## src/rtl/rfifo_pkg.sv

```systemverilog
// Shared types and helpers for the rfifo read-side burst scheduler.
package rfifo_pkg;

  typedef enum logic [1:0] {
    ST_IDLE  = 2'd0,
    ST_ISSUE = 2'd1,
    ST_DRAIN = 2'd2
  } rd_ctrl_state_t;

  function automatic int rd_beat_bytes(input int data_width);
    return data_width / 8;
  endfunction

  // Two spare bits let level + inflight + one burst sum without overflow.
  function automatic int rd_credit_width(input int fifo_depth);
    return $clog2(fifo_depth) + 2;
  endfunction

endpackage

```

## src/rtl/rfifo_rd_ctrl_if.sv

```systemverilog
// Memory read channel (AR/R) plus FIFO write port seen by rfifo_rd_ctrl.
interface rfifo_rd_ctrl_if #(
  parameter int ADDR_WIDTH = 28,
  parameter int DATA_WIDTH = 32,
  parameter int FIFO_DEPTH = 256
);
  localparam int LVL_W = $clog2(FIFO_DEPTH) + 1;

  // Handshake: a transfer happens on a rising clock edge where valid and ready
  // are both high; once valid is raised, its payload stays stable until then.
  logic [ADDR_WIDTH-1:0] m_araddr;
  logic [7:0]            m_arlen;
  logic                  m_arvalid;
  logic                  m_arready;
  logic [DATA_WIDTH-1:0] m_rdata;
  logic                  m_rvalid;
  logic                  m_rlast;
  logic                  m_rready;
  logic                  fifo_wr_en;
  logic [DATA_WIDTH-1:0] fifo_wr_data;
  logic [LVL_W-1:0]      fifo_wr_level;

  modport master (
    output m_araddr, m_arlen, m_arvalid, m_rready, fifo_wr_en, fifo_wr_data,
    input  m_arready, m_rdata, m_rvalid, m_rlast, fifo_wr_level
  );

  modport slave (
    input  m_araddr, m_arlen, m_arvalid, m_rready, fifo_wr_en, fifo_wr_data,
    output m_arready, m_rdata, m_rvalid, m_rlast, fifo_wr_level
  );

endinterface

```

## src/rtl/rd_credit_cnt.sv

```systemverilog
// Beats-in-flight and bursts-outstanding counters with the AR issue gate.
module rd_credit_cnt
  import rfifo_pkg::*;
#(
  parameter int BURST_LEN  = 16,
  parameter int FIFO_DEPTH = 256,
  parameter int MAX_OUTST  = 4,
  localparam int CW        = rd_credit_width(FIFO_DEPTH),
  localparam int LVL_W     = $clog2(FIFO_DEPTH) + 1
) (
  input  logic             clk_i,
  input  logic             rst_i,
  input  logic             ar_fire_i,
  input  logic             r_beat_i,
  input  logic             r_last_i,
  input  logic [LVL_W-1:0] fifo_level_i,
  output logic             issue_ok_o,
  output logic [CW-1:0]    inflight_o,
  output logic [3:0]       outst_o,
  output logic [3:0]       outst_d_o
);

  logic [CW-1:0] inflight_q, inflight_d;
  logic [3:0]    outst_q, outst_d;

  // AR handshake and R beat in the same cycle apply both updates.
  always_comb begin
    inflight_d = inflight_q;
    outst_d    = outst_q;
    if (ar_fire_i) begin
      inflight_d = inflight_d + CW'(BURST_LEN);
      outst_d    = outst_d + 4'd1;
    end
    if (r_beat_i && inflight_d != '0) begin
      inflight_d = inflight_d - CW'(1);
    end
    if (r_beat_i && r_last_i && outst_d != '0) begin
      outst_d = outst_d - 4'd1;
    end
  end

  always_ff @(posedge clk_i) begin
    if (rst_i) begin
      inflight_q <= '0;
      outst_q    <= '0;
    end else begin
      inflight_q <= inflight_d;
      outst_q    <= outst_d;
    end
  end

  assign issue_ok_o = ((CW'(fifo_level_i) + inflight_q + CW'(BURST_LEN)) <= CW'(FIFO_DEPTH))
                      && (outst_q < 4'(MAX_OUTST));
  assign inflight_o = inflight_q;
  assign outst_o    = outst_q;
  assign outst_d_o  = outst_d;

endmodule

```

## src/rtl/rfifo_rd_ctrl.sv

```systemverilog
// Frame read-burst scheduler: issues AR bursts only with guaranteed FIFO room.
// Define RFIFO_RD_CTRL_ERR_CHK_EN to build the sticky err output and its checker.
module rfifo_rd_ctrl
  import rfifo_pkg::*;
#(
  parameter int ADDR_WIDTH = 28,
  parameter int DATA_WIDTH = 32,
  parameter int BURST_LEN  = 16,
  parameter int FIFO_DEPTH = 256,
  parameter int MAX_OUTST  = 4
) (
  input  logic                              wr_clk,
  input  logic                              wr_rst,
  input  logic                              start,
  input  logic                              stop,
  input  logic [ADDR_WIDTH-1:0]             frame_base,
  input  logic [15:0]                       frame_bursts,
  output logic                              busy,
  output logic                              frame_done,
`ifdef RFIFO_RD_CTRL_ERR_CHK_EN
  output logic                              err,
`endif
  output rd_ctrl_state_t                    dbg_state_o,
  output logic [rd_credit_width(FIFO_DEPTH)-1:0] dbg_inflight_o,
  output logic [3:0]                        dbg_outst_o,
  rfifo_rd_ctrl_if.master                   bus
);

  localparam int CW            = rd_credit_width(FIFO_DEPTH);
  localparam int LVL_W         = $clog2(FIFO_DEPTH) + 1;
  localparam int RD_BEAT_BYTES = rd_beat_bytes(DATA_WIDTH);
  localparam logic [ADDR_WIDTH-1:0] BURST_STRIDE = ADDR_WIDTH'(BURST_LEN * RD_BEAT_BYTES);

  rd_ctrl_state_t        state_q, state_d;
  logic [ADDR_WIDTH-1:0] addr_q, addr_d;
  logic [15:0]           total_q, total_d;
  logic [15:0]           issued_q, issued_d;
  logic                  arvalid_q, arvalid_d;
  logic                  aborted_q, aborted_d;
  logic                  done_q, done_d;

  logic                  ar_fire;
  logic                  r_beat;
  logic                  issue_ok;
  logic [CW-1:0]         inflight;
  logic [3:0]            outst;
  logic [3:0]            outst_d;

  assign ar_fire           = arvalid_q & bus.m_arready;
  assign bus.m_rready      = ~wr_rst;
  assign r_beat            = bus.m_rvalid & bus.m_rready;
  assign bus.fifo_wr_en    = r_beat;
  assign bus.fifo_wr_data  = bus.m_rdata;
  assign bus.m_arlen       = 8'(BURST_LEN - 1);
  assign bus.m_araddr      = addr_q;
  assign bus.m_arvalid     = arvalid_q;

  assign busy           = (state_q != ST_IDLE);
  assign frame_done     = done_q;
  assign dbg_state_o    = state_q;
  assign dbg_inflight_o = inflight;
  assign dbg_outst_o    = outst;

  rd_credit_cnt #(
    .BURST_LEN  (BURST_LEN),
    .FIFO_DEPTH (FIFO_DEPTH),
    .MAX_OUTST  (MAX_OUTST)
  ) u_credit (
    .clk_i        (wr_clk),
    .rst_i        (wr_rst),
    .ar_fire_i    (ar_fire),
    .r_beat_i     (r_beat),
    .r_last_i     (bus.m_rlast),
    .fifo_level_i (bus.fifo_wr_level),
    .issue_ok_o   (issue_ok),
    .inflight_o   (inflight),
    .outst_o      (outst),
    .outst_d_o    (outst_d)
  );

  always_comb begin
    state_d   = state_q;
    addr_d    = addr_q;
    total_d   = total_q;
    issued_d  = issued_q;
    arvalid_d = arvalid_q;
    aborted_d = aborted_q;
    done_d    = 1'b0;

    // A raised AR is never withdrawn, even by stop; it only drops on handshake.
    if (ar_fire) begin
      addr_d    = addr_q + BURST_STRIDE;
      issued_d  = issued_q + 16'd1;
      arvalid_d = 1'b0;
    end

    case (state_q)
      ST_IDLE: begin
        if (start) begin
          state_d   = ST_ISSUE;
          addr_d    = frame_base;
          total_d   = (frame_bursts == 16'd0) ? 16'd1 : frame_bursts;
          issued_d  = '0;
          aborted_d = 1'b0;
        end
      end
      ST_ISSUE: begin
        if (stop) begin
          aborted_d = 1'b1;
          state_d   = ST_DRAIN;
        end else if (issued_d == total_q) begin
          state_d = ST_DRAIN;
        end else if (!arvalid_q && issue_ok) begin
          arvalid_d = 1'b1;
        end
      end
      ST_DRAIN: begin
        if (stop) begin
          aborted_d = 1'b1;
        end
        if (outst_d == 4'd0 && !arvalid_q) begin
          state_d = ST_IDLE;
          done_d  = !(aborted_q || stop);
        end
      end
      default: state_d = ST_IDLE;
    endcase
  end

  always_ff @(posedge wr_clk) begin
    if (wr_rst) begin
      state_q   <= ST_IDLE;
      addr_q    <= '0;
      total_q   <= '0;
      issued_q  <= '0;
      arvalid_q <= 1'b0;
      aborted_q <= 1'b0;
      done_q    <= 1'b0;
    end else begin
      state_q   <= state_d;
      addr_q    <= addr_d;
      total_q   <= total_d;
      issued_q  <= issued_d;
      arvalid_q <= arvalid_d;
      aborted_q <= aborted_d;
      done_q    <= done_d;
    end
  end

`ifdef RFIFO_RD_CTRL_ERR_CHK_EN
  logic       err_q, err_d;
  logic [7:0] beat_idx_q, beat_idx_d;

  // beat_idx_q is the zero-based position of the current beat within its burst.
  always_comb begin
    err_d      = err_q;
    beat_idx_d = beat_idx_q;
    if (r_beat) begin
      beat_idx_d = bus.m_rlast ? 8'd0 : beat_idx_q + 8'd1;
      if (bus.m_rlast && beat_idx_q != 8'(BURST_LEN - 1)) begin
        err_d = 1'b1;
      end
      if (bus.fifo_wr_level >= LVL_W'(FIFO_DEPTH)) begin
        err_d = 1'b1;
      end
      if (inflight == '0) begin
        err_d = 1'b1;
      end
    end
  end

  always_ff @(posedge wr_clk) begin
    if (wr_rst) begin
      err_q      <= 1'b0;
      beat_idx_q <= '0;
    end else begin
      err_q      <= err_d;
      beat_idx_q <= beat_idx_d;
    end
  end

  assign err = err_q;
`endif

endmodule

```

## src/flat_wrapper.sv

```systemverilog
// flat-port wrapper written by rule: the top's interface ports become plain ports
module rfifo_rd_ctrl_flat import rfifo_pkg::*;
#(
  parameter int ADDR_WIDTH = 28,
  parameter int DATA_WIDTH = 32,
  parameter int BURST_LEN  = 16,
  parameter int FIFO_DEPTH = 256,
  parameter int MAX_OUTST  = 4
)
  (wr_clk, wr_rst, start, stop, frame_base, frame_bursts, busy, frame_done, dbg_state_o, dbg_inflight_o, dbg_outst_o, bus_m_araddr, bus_m_arlen, bus_m_arvalid, bus_m_rready, bus_fifo_wr_en, bus_fifo_wr_data, bus_m_arready, bus_m_rdata, bus_m_rvalid, bus_m_rlast, bus_fifo_wr_level);
  rfifo_rd_ctrl_if #(.ADDR_WIDTH(ADDR_WIDTH), .DATA_WIDTH(DATA_WIDTH), .FIFO_DEPTH(FIFO_DEPTH)) bus_i ();
  input  logic wr_clk;
  input  logic wr_rst;
  input  logic start;
  input  logic stop;
  input  logic [ADDR_WIDTH-1:0] frame_base;
  input  logic [15:0] frame_bursts;
  output logic busy;
  output logic frame_done;
  output rd_ctrl_state_t dbg_state_o;
  output logic [rd_credit_width(FIFO_DEPTH)-1:0] dbg_inflight_o;
  output logic [3:0] dbg_outst_o;
  output wire logic [$bits(bus_i.m_araddr)-1:0] bus_m_araddr;
  output wire logic [$bits(bus_i.m_arlen)-1:0] bus_m_arlen;
  output wire logic [$bits(bus_i.m_arvalid)-1:0] bus_m_arvalid;
  output wire logic [$bits(bus_i.m_rready)-1:0] bus_m_rready;
  output wire logic [$bits(bus_i.fifo_wr_en)-1:0] bus_fifo_wr_en;
  output wire logic [$bits(bus_i.fifo_wr_data)-1:0] bus_fifo_wr_data;
  input wire logic [$bits(bus_i.m_arready)-1:0] bus_m_arready;
  input wire logic [$bits(bus_i.m_rdata)-1:0] bus_m_rdata;
  input wire logic [$bits(bus_i.m_rvalid)-1:0] bus_m_rvalid;
  input wire logic [$bits(bus_i.m_rlast)-1:0] bus_m_rlast;
  input wire logic [$bits(bus_i.fifo_wr_level)-1:0] bus_fifo_wr_level;
  assign bus_m_araddr = bus_i.m_araddr;
  assign bus_m_arlen = bus_i.m_arlen;
  assign bus_m_arvalid = bus_i.m_arvalid;
  assign bus_m_rready = bus_i.m_rready;
  assign bus_fifo_wr_en = bus_i.fifo_wr_en;
  assign bus_fifo_wr_data = bus_i.fifo_wr_data;
  assign bus_i.m_arready = bus_m_arready;
  assign bus_i.m_rdata = bus_m_rdata;
  assign bus_i.m_rvalid = bus_m_rvalid;
  assign bus_i.m_rlast = bus_m_rlast;
  assign bus_i.fifo_wr_level = bus_fifo_wr_level;
  rfifo_rd_ctrl #(.ADDR_WIDTH(ADDR_WIDTH), .DATA_WIDTH(DATA_WIDTH), .BURST_LEN(BURST_LEN), .FIFO_DEPTH(FIFO_DEPTH), .MAX_OUTST(MAX_OUTST)) u_core (.wr_clk(wr_clk), .wr_rst(wr_rst), .start(start), .stop(stop), .frame_base(frame_base), .frame_bursts(frame_bursts), .busy(busy), .frame_done(frame_done), .dbg_state_o(dbg_state_o), .dbg_inflight_o(dbg_inflight_o), .dbg_outst_o(dbg_outst_o), .bus(bus_i));
endmodule
```

## config.mk

```make
export PLATFORM = sky130hd
export DESIGN_NAME = rfifo_rd_ctrl_flat
export DESIGN_NICKNAME = d
export VERILOG_FILES = /design/src/rtl/rfifo_pkg.sv /design/src/rtl/rfifo_rd_ctrl_if.sv /design/src/rtl/rd_credit_cnt.sv /design/src/rtl/rfifo_rd_ctrl.sv /design/src/flat_wrapper.sv
export SDC_FILE = /design/constraint.sdc
export NUM_CORES = 1
export LEC_CHECK = 0
export BUFFER_PORTS_ARGS = -buffer_cell sky130_fd_sc_hd__buf_2
export CAP_MARGIN = 20
export CELL_PAD_IN_SITES_DETAIL_PLACEMENT = 0
export CELL_PAD_IN_SITES_GLOBAL_PLACEMENT = 1
export CORE_UTILIZATION = 36
export DETAILED_ROUTE_END_ITERATION = 10
export MAX_ROUTING_LAYER = met4
export PLACE_DENSITY = 0.78
export SETUP_SLACK_MARGIN = 0.5
export SYNTH_ARGS = -nofsm -noshare
export SYNTH_HDL_FRONTEND = slang
export SYNTH_SLANG_ARGS = --single-unit
```

## constraint.sdc

```tcl
create_clock -name wr_clk -period 2.95 [get_ports wr_clk]
set_clock_uncertainty 0.1 [all_clocks]
set_input_delay 0.295 -clock wr_clk [delete_from_list [all_inputs] [get_ports wr_clk]]
set_output_delay 0.295 -clock wr_clk [all_outputs]
set_load 0.02 [all_outputs]
```

==> summary.md, run 1 <==
| Metric | Value |
|---|---|
| Overall routing resource usage | 0.184 |
| Busiest layer in global routing | met2 |
| Number of buffers and inverters on the critical path | 1 |
| Wire length of the first global-routing pass | 20.5 mm |
| Synth Cell Area | 0.00509 mm² |
| Filler cells | 1398 |
| Top delay family on crit path | compound AO/OA/AOI/OAI gates |
| Clock tree from TritonCTS | built |
| Count of non-filler cells in the finished layout | 887 |
| Final HPWL from detailed placement | 9.63 mm |
| Most used flip-flop cell after synthesis | dfxtp_1 |
| Switching share of total power | 0.391 |
| Final number of setup-violating endpoints | 0 |
| Area contributors post-synth | dfxtp_1 (31%), ha_1 (6.6%), buf_4 (6.0%), xnor2_1 (5.7%), nand2_1 (5.3%) |
| Area of the core region | 0.0138 mm² |
| Hold-fix buffers at CTS | 0 |
| Logic depth of the worst register-to-register path | 12 |
| Pint | 2720 µW |
| Worst reg-to-reg setup slack | 0.43 ns |
| CTS Buf Count | 9 |
| Met2 GRT Util | 0.295 |
| Period utilisation layout | 0.855 |
| Critical path arrival | 2.67 ns |
| Sort of element at the end of the critical path | flip-flop |
| Async set or reset register ratio after synthesis | 0 |
| Final critical-path setup slack | 0.426 ns |
| Placement row count | 43 |
| Post-Syn Area per Cell | 8.28 µm² |
| Share of the synthesized area in the top cell type | 0.311 |
| Count of unresolved DRC violations after routing | 0 |
| Startpoint of the worst hold path | frame_bursts[14] |
| Type of the tightest min-delay check | input pin to flip-flop |
| Largest net degree at the start of global routing | 57 |
| Port Buffers | 108 |
| TritonRoute pass-1 iters | 4 |
| DRC violation total after the first TritonRoute iteration | 209 |
| Part of the power in combinational logic | 0.429 |
| Worst slack on hold paths | 0.0860 ns |
| Die Y-Extent | 121 µm |
| Root buffer cell | clkbuf_16 |
| Critical path fanouts, max | 2 |
| Count of nets left with antenna violations after detail routing | 0 |
| Capture point of the worst reg-to-reg path | u_core.bus.m_arvalid |
| Count of H-tree levels built during CTS | 3 |
| Fraction of power consumed by sequential logic | 0.337 |
| Terminating pin of the worst hold path | u_core.total_q[14] |
| Number of vias per cell | 5.16 |
| GR met3 Demand/Resource | 0.0470 |
| Most repeated library cell on the critical path | ha_4 |
| Clock Power Share | 0.233 |
| Maximum Capacitance Violations | 0 |
| Number of warning messages in the yosys log | 0 |
| Pwr/cell area | 725 mW/mm² |
| X dimension of the die | 121 µm |
| Biggest cell delay along the critical path | 0.35 ns |
| # diodes | 0 |
| Total placed cells including tap cells | 856 |
| Post-layout net count | 822 |
| Number of pins exceeding their max-slew limit in the final report | 0 |
| Worst-Skew Late Latency | 0.34 ns |
| Hold Vio Cnt, Final | 0 |
| Sequential area share after synthesis | 0.311 |
| Aggregate global routing overflow | 0 |
| Synthesized flop and latch total | 79 |
| Clock-pin slew reported for the worst setup and hold paths after clock tree synthesis | 0.06 ns |
| Vias | 4578 |
| Rel. slew slack | 0.553 |
| Unrepaired setup endpoints after global routing | yes |
| Gate count after technology mapping | 615 |
| Maximum resistive drop on vdd | 0.315 mV |
| Final setup TNS | 0 ns |
| Peak clock frequency supported by timing | 396 MHz |
| Endpoint required time on the critical path | 3.10 ns |
| Area of the multi-input gates | 0.00322 mm² |
| Number of enable flip-flop cells after synthesis | 0 |
| Share of final-layout standard cells stronger than drive strength 1 | 0.286 |
| Post-detailed-route wirelength per cell | 14.8 µm |
| Total number of clock tree sinks | 79 |
| Hold Path Stages | 2 |
| Total Die Area | 0.0146 mm² |
| Layout overhead on the synthesized area | 21.1% |
| Count of distinct cell types in the synthesized netlist | 67 |
| Vias in the first global route | 4214 |
| Crit path cell chain | ha_4 > ha_4 > inv_2 > fa_2 > nor2b_1 > o21a_1 > or3_1 > a211oi_2 > a21oi_1 > o22ai_1 > o211ai_1 > o32ai_1 |
| Storage element area | 0.00162 mm² |
| CP max-delay cell | dfxtp_4 |
| Post-layout total power | 4470 µW |
| Reported net switching power | 1750 µW |
| Number of buffers on the longest clock path | 2 |
| Critical path startpoint category | flip-flop |
| Final WL | 13.1 mm |
| # IOs | 181 |
| Run status | finished clean |
| Antenna violations before repair | 0 |
| Worst slack at placement | 0.155 ns |
| Top cell type by total area after synthesis | dfxtp_1 |
| Crit Reg-Reg Startpoint | u_core.u_credit.inflight_o[1] |
| Starting density of the core | 0.368 |
| Global placement routability congestion | 0.936 |
| Worst setup path class | flip-flop to flip-flop |
| Leakage dissipation | 0.00257 µW |
| Worst slew pin tran | 0.668 ns |
| Global-route track usage on met1 | 0.223 |
| Clock period minus final worst setup slack | 2.52 ns |
-- logic make-up after synthesis --
| family | after synthesis | synth area share |
|---|---|---|
| other | 2 | 0.00148 |
| multiplexers | 4 | 0.00786 |
| XOR/XNOR | 63 | 0.116 |
| adder cells (fa/ha/maj) | 28 | 0.0703 |
| flip-flops | 79 | 0.311 |
| AND/OR/NAND/NOR | 236 | 0.232 |
| AO/OA/AOI/OAI | 116 | 0.163 |
| buffers and inverters | 87 | 0.0983 |
-- state kept, by name (all words and copies together) (netlist names) --
register / flops
u_core.bus.m_araddr: 28
u_core.issued_q: 16
u_core.total_q: 16
u_core.u_credit.inflight_o: 10
u_core.u_credit.outst_o: 4
u_core.dbg_state_o: 2
u_core.aborted_q: 1
u_core.bus.m_arvalid: 1
u_core.frame_done: 1
-- cells in the mapped netlist (all sizes together), types with 2 or more instances --
cell type,count
xnor2,33
nand4,13
clkbuf,17
mux2i,4
a31oi,3
xor2,27
ha,27
nand3b,2
or2,4
a311oi,6
inv,21
o21a,5
or3,8
nand3,13
and3,11
nor2b,5
nor4,9
nor2,66
nand4b,3
conb,2
a211oi,18
o32ai,2
o21ai,21
nor3,18
o2111ai,3
dfxtp,79
o31ai,5
buf,48
xnor3,3
a221oi,2
nand2b,3
a21oi,26
nand2,72
a21o,4
a22o,9
and2,6
-- how the worst max path moves through the flow --
stage / start / to / slack (ns) / cells past startpoint
floorplan: u_core.u_credit.inflight_o[1] / u_core.bus.m_arvalid / 0.39 / 12
global placement: bus_fifo_wr_level[1] / u_core.bus.m_arvalid / 0.16 / 13
detailed placement: bus_m_arready / u_core.dbg_state_o[1] / 0.16 / 10
CTS: u_core.u_credit.inflight_o[1] / u_core.bus.m_arvalid / 0.38 / 12
global route: u_core.u_credit.inflight_o[1] / u_core.bus.m_arvalid / 0.13 / 12
finish: u_core.u_credit.inflight_o[1] / u_core.bus.m_arvalid / 0.43 / 12
-- through the flow --
stage / area (µm²) / utilization
6_report: 6170 / 0.446
5_1_grt: 6170 / 0.446
4_1_cts: 6000 / 0.434
3_5_place_dp: 5630 / 0.407
3_3_place_gp: 5630 / 0.407
2_1_floorplan: 5190 / -
-- power groups by stage --
stage          Sequential (µW)  Clock (µW)  Combinational (µW)
3_5_place_dp              1540           0                1780
3_3_place_gp              1530           0                1750
2_1_floorplan             1690           0                1200
4_1_cts                   1510        1070                1880
6_report                  1510        1040                1920
5_1_grt                   1540        1130                2110
-- timing repair --
| action | in CTS | in global routing |
|---|---|---|
| buffers inserted | 6 | 9 |
| gates resized for setup | 12 | 24 |
| setup endpoints to repair | 10 | 24 |
| pin swaps | 13 | 10 |
-- cell usage in the layout, fill, tap and decap left out, drive strengths merged, types with 2 or more instances in the layout --
cell type	instances
nand3	13
o2111ai	3
nor2	66
buf	135
nand2b	3
o21a	5
or3	8
nand4b	3
nor4	9
conb	8
xnor3	3
nand3b	2
xnor2	33
clkbuf	16
and2	6
o31ai	5
dfxtp	79
or2	4
a311oi	6
a21o	4
a22o	9
and3	11
a221oi	2
nand2	72
inv	21
xor2	27
nand4	13
mux2i	4
o32ai	2
ha	27
o21ai	21
a211oi	18
nor2b	5
a31oi	3
nor3	18
a21oi	26
-- layer usage --
layer  wire length [µm]  up-vias  part of all wire
met1               5860     2146              0.45
met4                350        0             0.027
met3                639       31             0.049
met2               6260      112              0.48
li1                   -     2289                 -
met5                  0        -                 0
-- worst reg2reg max path, stage by stage (launching register included) --
cell      delay (ns)
dfxtp_4         0.35
ha_4            0.24
ha_4            0.15
inv_2           0.05
fa_2            0.20
nor2b_1         0.05
o21a_1          0.17
or3_1           0.32
a211oi_2        0.26
a21oi_1         0.06
o22ai_1         0.17
o211ai_1        0.10
o32ai_1         0.21
-- area by class of cell --
cell class,instances,share of cell area
timing repair buffer,135,0.121
inverter,22,0.0134
sequential,79,0.263
clock buffer,16,0.0440
multi-input combinational,455,0.522
tap,180,0.0365
No activity file was read; power rests on OpenSTA's default activity.
==> inputs of run 2 (changes only) <==
- RECOVER_POWER: unset -> 50
==> summary.md, run 2 (synthesis results as in run 1) <==
| Metric | Value |
|---|---|
| Worst setup path class | flip-flop to flip-flop |
| Overall routing resource usage | 0.184 (unchanged) |
| Count of unresolved DRC violations after routing | 0 (unchanged) |
| Total placed cells including tap cells | 856 (unchanged) |
| Starting density of the core | 0.368 (unchanged) |
| Area of the core region | 0.0138 mm² (unchanged) |
| Number of buffers on the longest clock path | 2 (unchanged) |
| Final number of setup-violating endpoints | 0 (unchanged) |
| Largest net degree at the start of global routing | 57 (unchanged) |
| Clock tree from TritonCTS | built |
| Commonest cells after routing, fill and taps aside | nand2_1 (70), dfxtp_1 (65), nor2_1 (62), buf_2 (61), clkbuf_1 (52) |
| Hold-fix buffers at CTS | 0 (unchanged) |
| CTS Buf Count | 9 (unchanged) |
| Placement row count | 43 (unchanged) |
| Final WL | 13.1 mm (about the same) |
| Maximum resistive drop on vdd | 0.314 mV (-0.32%) |
| Capture point of the worst reg-to-reg path | u_core.dbg_state_o[1] |
| Worst reg-to-reg setup slack | 0.41 ns (about the same) |
| Aggregate global routing overflow | 0 (unchanged) |
| Pwr/cell area | 726 mW/mm² (+0.16%) |
| Clock period minus final worst setup slack | 2.54 ns (+0.0134 ns) |
| Hold Path Stages | 2 (unchanged) |
| Sort of element at the end of the critical path | flip-flop |
| Antenna violations before repair | 0 (unchanged) |
| Wire length of the first global-routing pass | 20.5 mm (unchanged) |
| Final setup TNS | 0 ns (unchanged) |
| Run status | finished clean |
| Unrepaired setup endpoints after global routing | yes |
| Count of non-filler cells in the finished layout | 887 (unchanged) |
| Total Die Area | 0.0146 mm² (unchanged) |
| Critical path startpoint category | flip-flop |
| Post-layout net count | 822 (unchanged) |
| Number of vias per cell | 5.18 (+0.31%) |
| X dimension of the die | 121 µm (unchanged) |
| Layout overhead on the synthesized area | 19.9% |
| Worst-Skew Late Latency | 0.34 ns (about the same) |
| Die Y-Extent | 121 µm (unchanged) |
| Logic depth of the worst register-to-register path | 9 (-3) |
| Global placement routability congestion | 0.936 (unchanged) |
| Crit Reg-Reg Startpoint | u_core.bus.m_arvalid |
| Port Buffers | 108 (unchanged) |
| Max reg flops | 28 (unchanged) |
| Startpoint of the worst hold path | frame_bursts[14] |
| Post-detailed-route wirelength per cell | 14.8 µm (about the same) |
| Filler cells | 1417 (+1.4%) |
| Area of the multi-input gates | 0.00322 mm² (unchanged) |
| Hold Vio Cnt, Final | 0 (unchanged) |
| Type of the tightest min-delay check | input pin to flip-flop |
| Leakage dissipation | 0.00238 µW (-7.3%) |
| Final Util | 0.441 (-0.00452) |
| Share of final-layout standard cells stronger than drive strength 1 | 0.218 (-0.0679) |
| Critical path fanouts, max | 8 (+6) |
| Rel. slew slack | 0.558 (+0.00512) |
| Storage element area | 0.00162 mm² (-0.23%) |
| Critical path arrival | 2.70 ns (+0.03 ns) |
| DRC violation total after the first TritonRoute iteration | 197 (-5.7%) |
| Most common cell after layout, fill and taps aside | nand2_1 |
| Worst slew pin tran | 0.660 ns (-0.00765 ns) |
| Period utilisation layout | 0.860 (+0.00454) |
| TritonRoute pass-1 iters | 5 (+1) |
| Final HPWL from detailed placement | 9.63 mm (unchanged) |
| Terminating pin of the worst hold path | u_core.total_q[14] |
| Vias in the first global route | 4214 (unchanged) |
| Worst slack on hold paths | 0.0873 ns (+0.00136 ns) |
| Clock-pin slew reported for the worst setup and hold paths after clock tree synthesis | 0.06 ns (about the same) |
| Endpoint required time on the critical path | 3.11 ns (about the same) |
| Count of nets left with antenna violations after detail routing | 0 (unchanged) |
| Number of pins exceeding their max-slew limit in the final report | 0 (unchanged) |
| Total number of clock tree sinks | 79 (unchanged) |
| Maximum Capacitance Violations | 0 (unchanged) |
| Vias | 4592 (+0.31%) |
| Root buffer cell | clkbuf_16 |
| # IOs | 181 (unchanged) |
| Peak clock frequency supported by timing | 394 MHz (-0.53%) |
| # diodes | 0 (unchanged) |
| Count of H-tree levels built during CTS | 3 (unchanged) |
==> run 2: cell types whose count changed in the layout (fill, tap and decap cells not counted) <==
cell	before	now
dfxtp_1	64	65
buf_2	108	61
clkbuf_1	5	52
dfxtp_4	8	7
==> run 2: cell type report <==
class | count | area share
multi-input combinational | 455 | 0.527
timing repair buffer | 135 | 0.113
tap | 180 | 0.0369
sequential | 79 | 0.265
inverter | 22 | 0.0135
clock buffer | 16 | 0.0445
==> run 2: how the worst max path moves through the flow <==
stage,end,cells past startpoint,startpoint,slack [ns]
2_1_floorplan,u_core.bus.m_arvalid,12,u_core.u_credit.inflight_o[1],0.39
3_3_place_gp,u_core.bus.m_arvalid,13,bus_fifo_wr_level[1],0.16
3_5_place_dp,u_core.dbg_state_o[1],10,bus_m_arready,0.16
4_1_cts,u_core.bus.m_arvalid,12,u_core.u_credit.inflight_o[1],0.38
5_1_grt,u_core.bus.m_arvalid,12,u_core.u_credit.inflight_o[1],0.13
6_report,u_core.dbg_state_o[1],9,u_core.bus.m_arvalid,0.41
==> run 2: where the power goes <==
group	internal, µW	switching [µW]	total (µW)
Clock	618	424	1040
Combinational	773	1100	1880
Sequential	1290	225	1510
==> run 2: per-layer routing <==
layer  track usage  part of all wire
met4        0.0656             0.027
met3        0.0470             0.051
met5             -                 0
met1         0.223              0.44
met2         0.295              0.48
==> run 2: through the flow <==
stage,total power (µW),setup WS [ns],area (µm²)
2_1_floorplan,2880,0.386,5190
3_3_place_gp,3280,0.160,5630
3_5_place_dp,3320,0.155,5630
4_1_cts,4460,0.379,6000
5_1_grt,4740,0.130,6100
6_report,4430,0.413,6100
==> run 2: worst max-delay path: stages, from the launching register on <==
cell and delay, ns:
dfxtp_1 0.48, buf_6 0.18, nand4_1 0.17, buf_4 0.20
nor4_4 0.17, xnor2_2 0.12, a2111o_1 0.46, o31ai_4 0.28
o21ai_2 0.10, a221oi_2 0.21
==> run 2: timing repair <==
item	in CTS	in global routing
setup buffers	6	9
setup endpoints to repair	10	24
resized for setup	12	24
pin swaps	13	10
==> inputs of run 3 (changes only) <==
- SETUP_SLACK_MARGIN: 0.5 -> unset
==> summary.md, run 3 (synthesis results as in run 1) <==
| Metric | Value |
|---|---|
| Run status | finished clean |
| Biggest cell delay along the critical path | 0.42 ns (-0.06 ns) |
| Vias in the first global route | 4307 (+2.2%) |
| Die Y-Extent | 121 µm (unchanged) |
| Number of buffers on the longest clock path | 2 (unchanged) |
| Met1 Routed Length | 5.64 mm (-3.0%) |
| Worst slew pin tran | 0.657 ns (-0.00384 ns) |
| # diodes | 0 (unchanged) |
| TritonRoute pass-1 iters | 4 (-1) |
| CP max-delay cell | fa_2 |
| CTS Buf Count | 9 (unchanged) |
| Root buffer cell | clkbuf_16 |
| Count of unresolved DRC violations after routing | 0 (unchanged) |
| Aggregate global routing overflow | 0 (unchanged) |
| Post-detailed-route wirelength per cell | 14.6 µm (-1.2%) |
| Final Util | 0.428 (-0.0134) |
| Hold Vio Cnt, Final | 0 (unchanged) |
| Post-layout total power | 4400 µW (-0.72%) |
| Period utilisation layout | 0.954 (+0.0943) |
| Total number of clock tree sinks | 79 (unchanged) |
| Commonest cells after routing, fill and taps aside | buf_2 (100), dfxtp_1 (77), nand2_1 (71), nor2_1 (66), xnor2_1 (32) |
| Met3 WL post-DR | 619 µm (-8.0%) |
| Logic depth of the worst register-to-register path | 11 (+2) |
| Maximum resistive drop on vdd | 0.409 mV (+30%) |
| Post-layout net count | 812 (-1.2%) |
| DRC violation total after the first TritonRoute iteration | 228 (+16%) |
| Worst-Skew Late Latency | 0.34 ns (about the same) |
| Endpoint required time on the critical path | 3.11 ns (about the same) |
| Type of the tightest min-delay check | input pin to flip-flop |
| Sort of element at the end of the critical path | flip-flop |
| Max reg flops | 28 (unchanged) |
| Critical path startpoint category | flip-flop |
| Critical path arrival | 2.97 ns (+0.27 ns) |
| Clock period minus final worst setup slack | 2.82 ns (+0.278 ns) |
| Vias | 4543 (-1.1%) |
| Total Die Area | 0.0146 mm² (unchanged) |
| Crit path cell chain | ha_1 > inv_1 > fa_2 > xnor2_2 > nor4b_2 > nand3b_1 > a211oi_2 > a21oi_1 > o22ai_1 > o211ai_1 > o32ai_2 |
| Layout overhead on the synthesized area | 16.2% |
| Number of vias per cell | 5.18 (about the same) |
| Critical Path Source | u_core.u_credit.inflight_o[2] |
| Count of nets left with antenna violations after detail routing | 0 (unchanged) |
| Crit Reg-Reg Startpoint | u_core.u_credit.inflight_o[2] |
| Overall routing resource usage | 0.186 (+0.00229) |
| Final setup TNS | 0 ns (unchanged) |
| Capture point of the worst reg-to-reg path | u_core.bus.m_arvalid |
| Count of H-tree levels built during CTS | 3 (unchanged) |
| Clock-pin slew reported for the worst setup and hold paths after clock tree synthesis | 0.06 ns (about the same) |
| Hold-fix buffers at CTS | 0 (unchanged) |
| Largest net degree at the start of global routing | 56 (-1.8%) |
| Critical path fanouts, max | 5 (-3) |
| Maximum Capacitance Violations | 0 (unchanged) |
| Top routing layer in use | met4 |
| Crit path to | u_core.bus.m_arvalid |
| Unrepaired setup endpoints after global routing | yes |
| Global placement routability congestion | 0.885 (-5.5%) |
| Number of pins exceeding their max-slew limit in the final report | 0 (unchanged) |
| Most common cell after layout, fill and taps aside | buf_2 |
| Share of final-layout standard cells stronger than drive strength 1 | 0.222 (+0.00456) |
| Peak clock frequency supported by timing | 355 MHz (-9.9%) |
| Detailed-routed wire length on met2 | 6.28 mm (+0.27%) |
| Final number of setup-violating endpoints | 0 (unchanged) |
| Worst reg-to-reg setup slack | 0.13 ns (-0.28 ns) |
| Antenna violations before repair | 0 (unchanged) |
| # IOs | 181 (unchanged) |
| Leakage dissipation | 0.00249 µW (+4.3%) |
| X dimension of the die | 121 µm (unchanged) |
| Worst setup path class | flip-flop to flip-flop |
| Final standard cell area without fillers | 0.00592 mm² (-3.0%) |
| Final HPWL from detailed placement | 9.73 mm (+1.1%) |
| Starting density of the core | 0.368 (unchanged) |
| Placement row count | 43 (unchanged) |
| Worst slack on hold paths | 0.0865 ns (-0.000808 ns) |
| Final WL | 12.8 mm (-2.3%) |
| Clock tree from TritonCTS | built |
| Area post-placement | 0.00558 mm² (-1.0%) |
| Area of the core region | 0.0138 mm² (unchanged) |
| Wire length of the first global-routing pass | 21.0 mm (+2.3%) |
| Port Buffers | 108 (unchanged) |
| Pwr/cell area | 743 mW/mm² (+2.4%) |
| Rel. slew slack | 0.561 (+0.00257) |
[run 3: metal layers]
metal / vias up / track usage
met1: 2127 / 0.224
met4: 0 / 0.0625
met5: - / -
met3: 32 / 0.0517
li1: 2264 / -
met2: 120 / 0.300
[run 3: per-stage QoR]
| stage | std cells | setup WS, ns |
|---|---|---|
| 2_1_floorplan | 621 | 0.232 |
| 3_3_place_gp | 859 | 0.0898 |
| 3_5_place_dp | 859 | 0.00000155 |
| 4_1_cts | 875 | 0.0479 |
| 5_1_grt | 877 | -0.0799 |
| 6_report | 877 | 0.135 |
[run 3: layout make-up]
class                   instances  area [µm²]
repair buffers                125         658
well taps                     180         225
flip-flops and latches         79        1590
clock buffers                  13         260
fillers                      1392        7910
inverters                      22        82.6
multi-input cells             455        3090
clock inverters                 3        17.5
[run 3: worst min-delay path by stage]
stage / from / to / cells past startpoint
after CTS: frame_bursts[2] / u_core.total_q[2] / 2
after global routing: frame_bursts[15] / u_core.total_q[15] / 2
after floorplan: frame_bursts[10] / u_core.total_q[10] / 2
after detailed placement: u_core.bus.m_araddr[4] / u_core.bus.m_araddr[4] / 2
final: frame_bursts[15] / u_core.total_q[15] / 2
after global placement: u_core.bus.m_araddr[5] / u_core.bus.m_araddr[5] / 2
[run 3: power by group]
group	internal, µW	leakage [µW]	switching, µW	total (µW)
combinational	770	0.00170	1090	1860
clock	613	0.000136	430	1040
sequential	1280	0.000647	218	1500
[run 3: timing repair]
action	CTS	global route
endpoints found under the hold margin	0	0
gates resized for setup	0	12
setup buffers	0	2
setup endpoints to repair	0	1
[run 3: critical path: cells and delay by family (launching register included)]
| kind | cells | cell delay [ns] |
|---|---|---|
| AOI/OAI and AO/OA | 5 | 0.89 |
| and+or+nand+nor | 2 | 0.41 |
| xor gates and xnor gates | 1 | 0.15 |
| adders and majority gates | 2 | 0.75 |
| buffers and inverters | 1 | 0.08 |
| DFF | 1 | 0.36 |
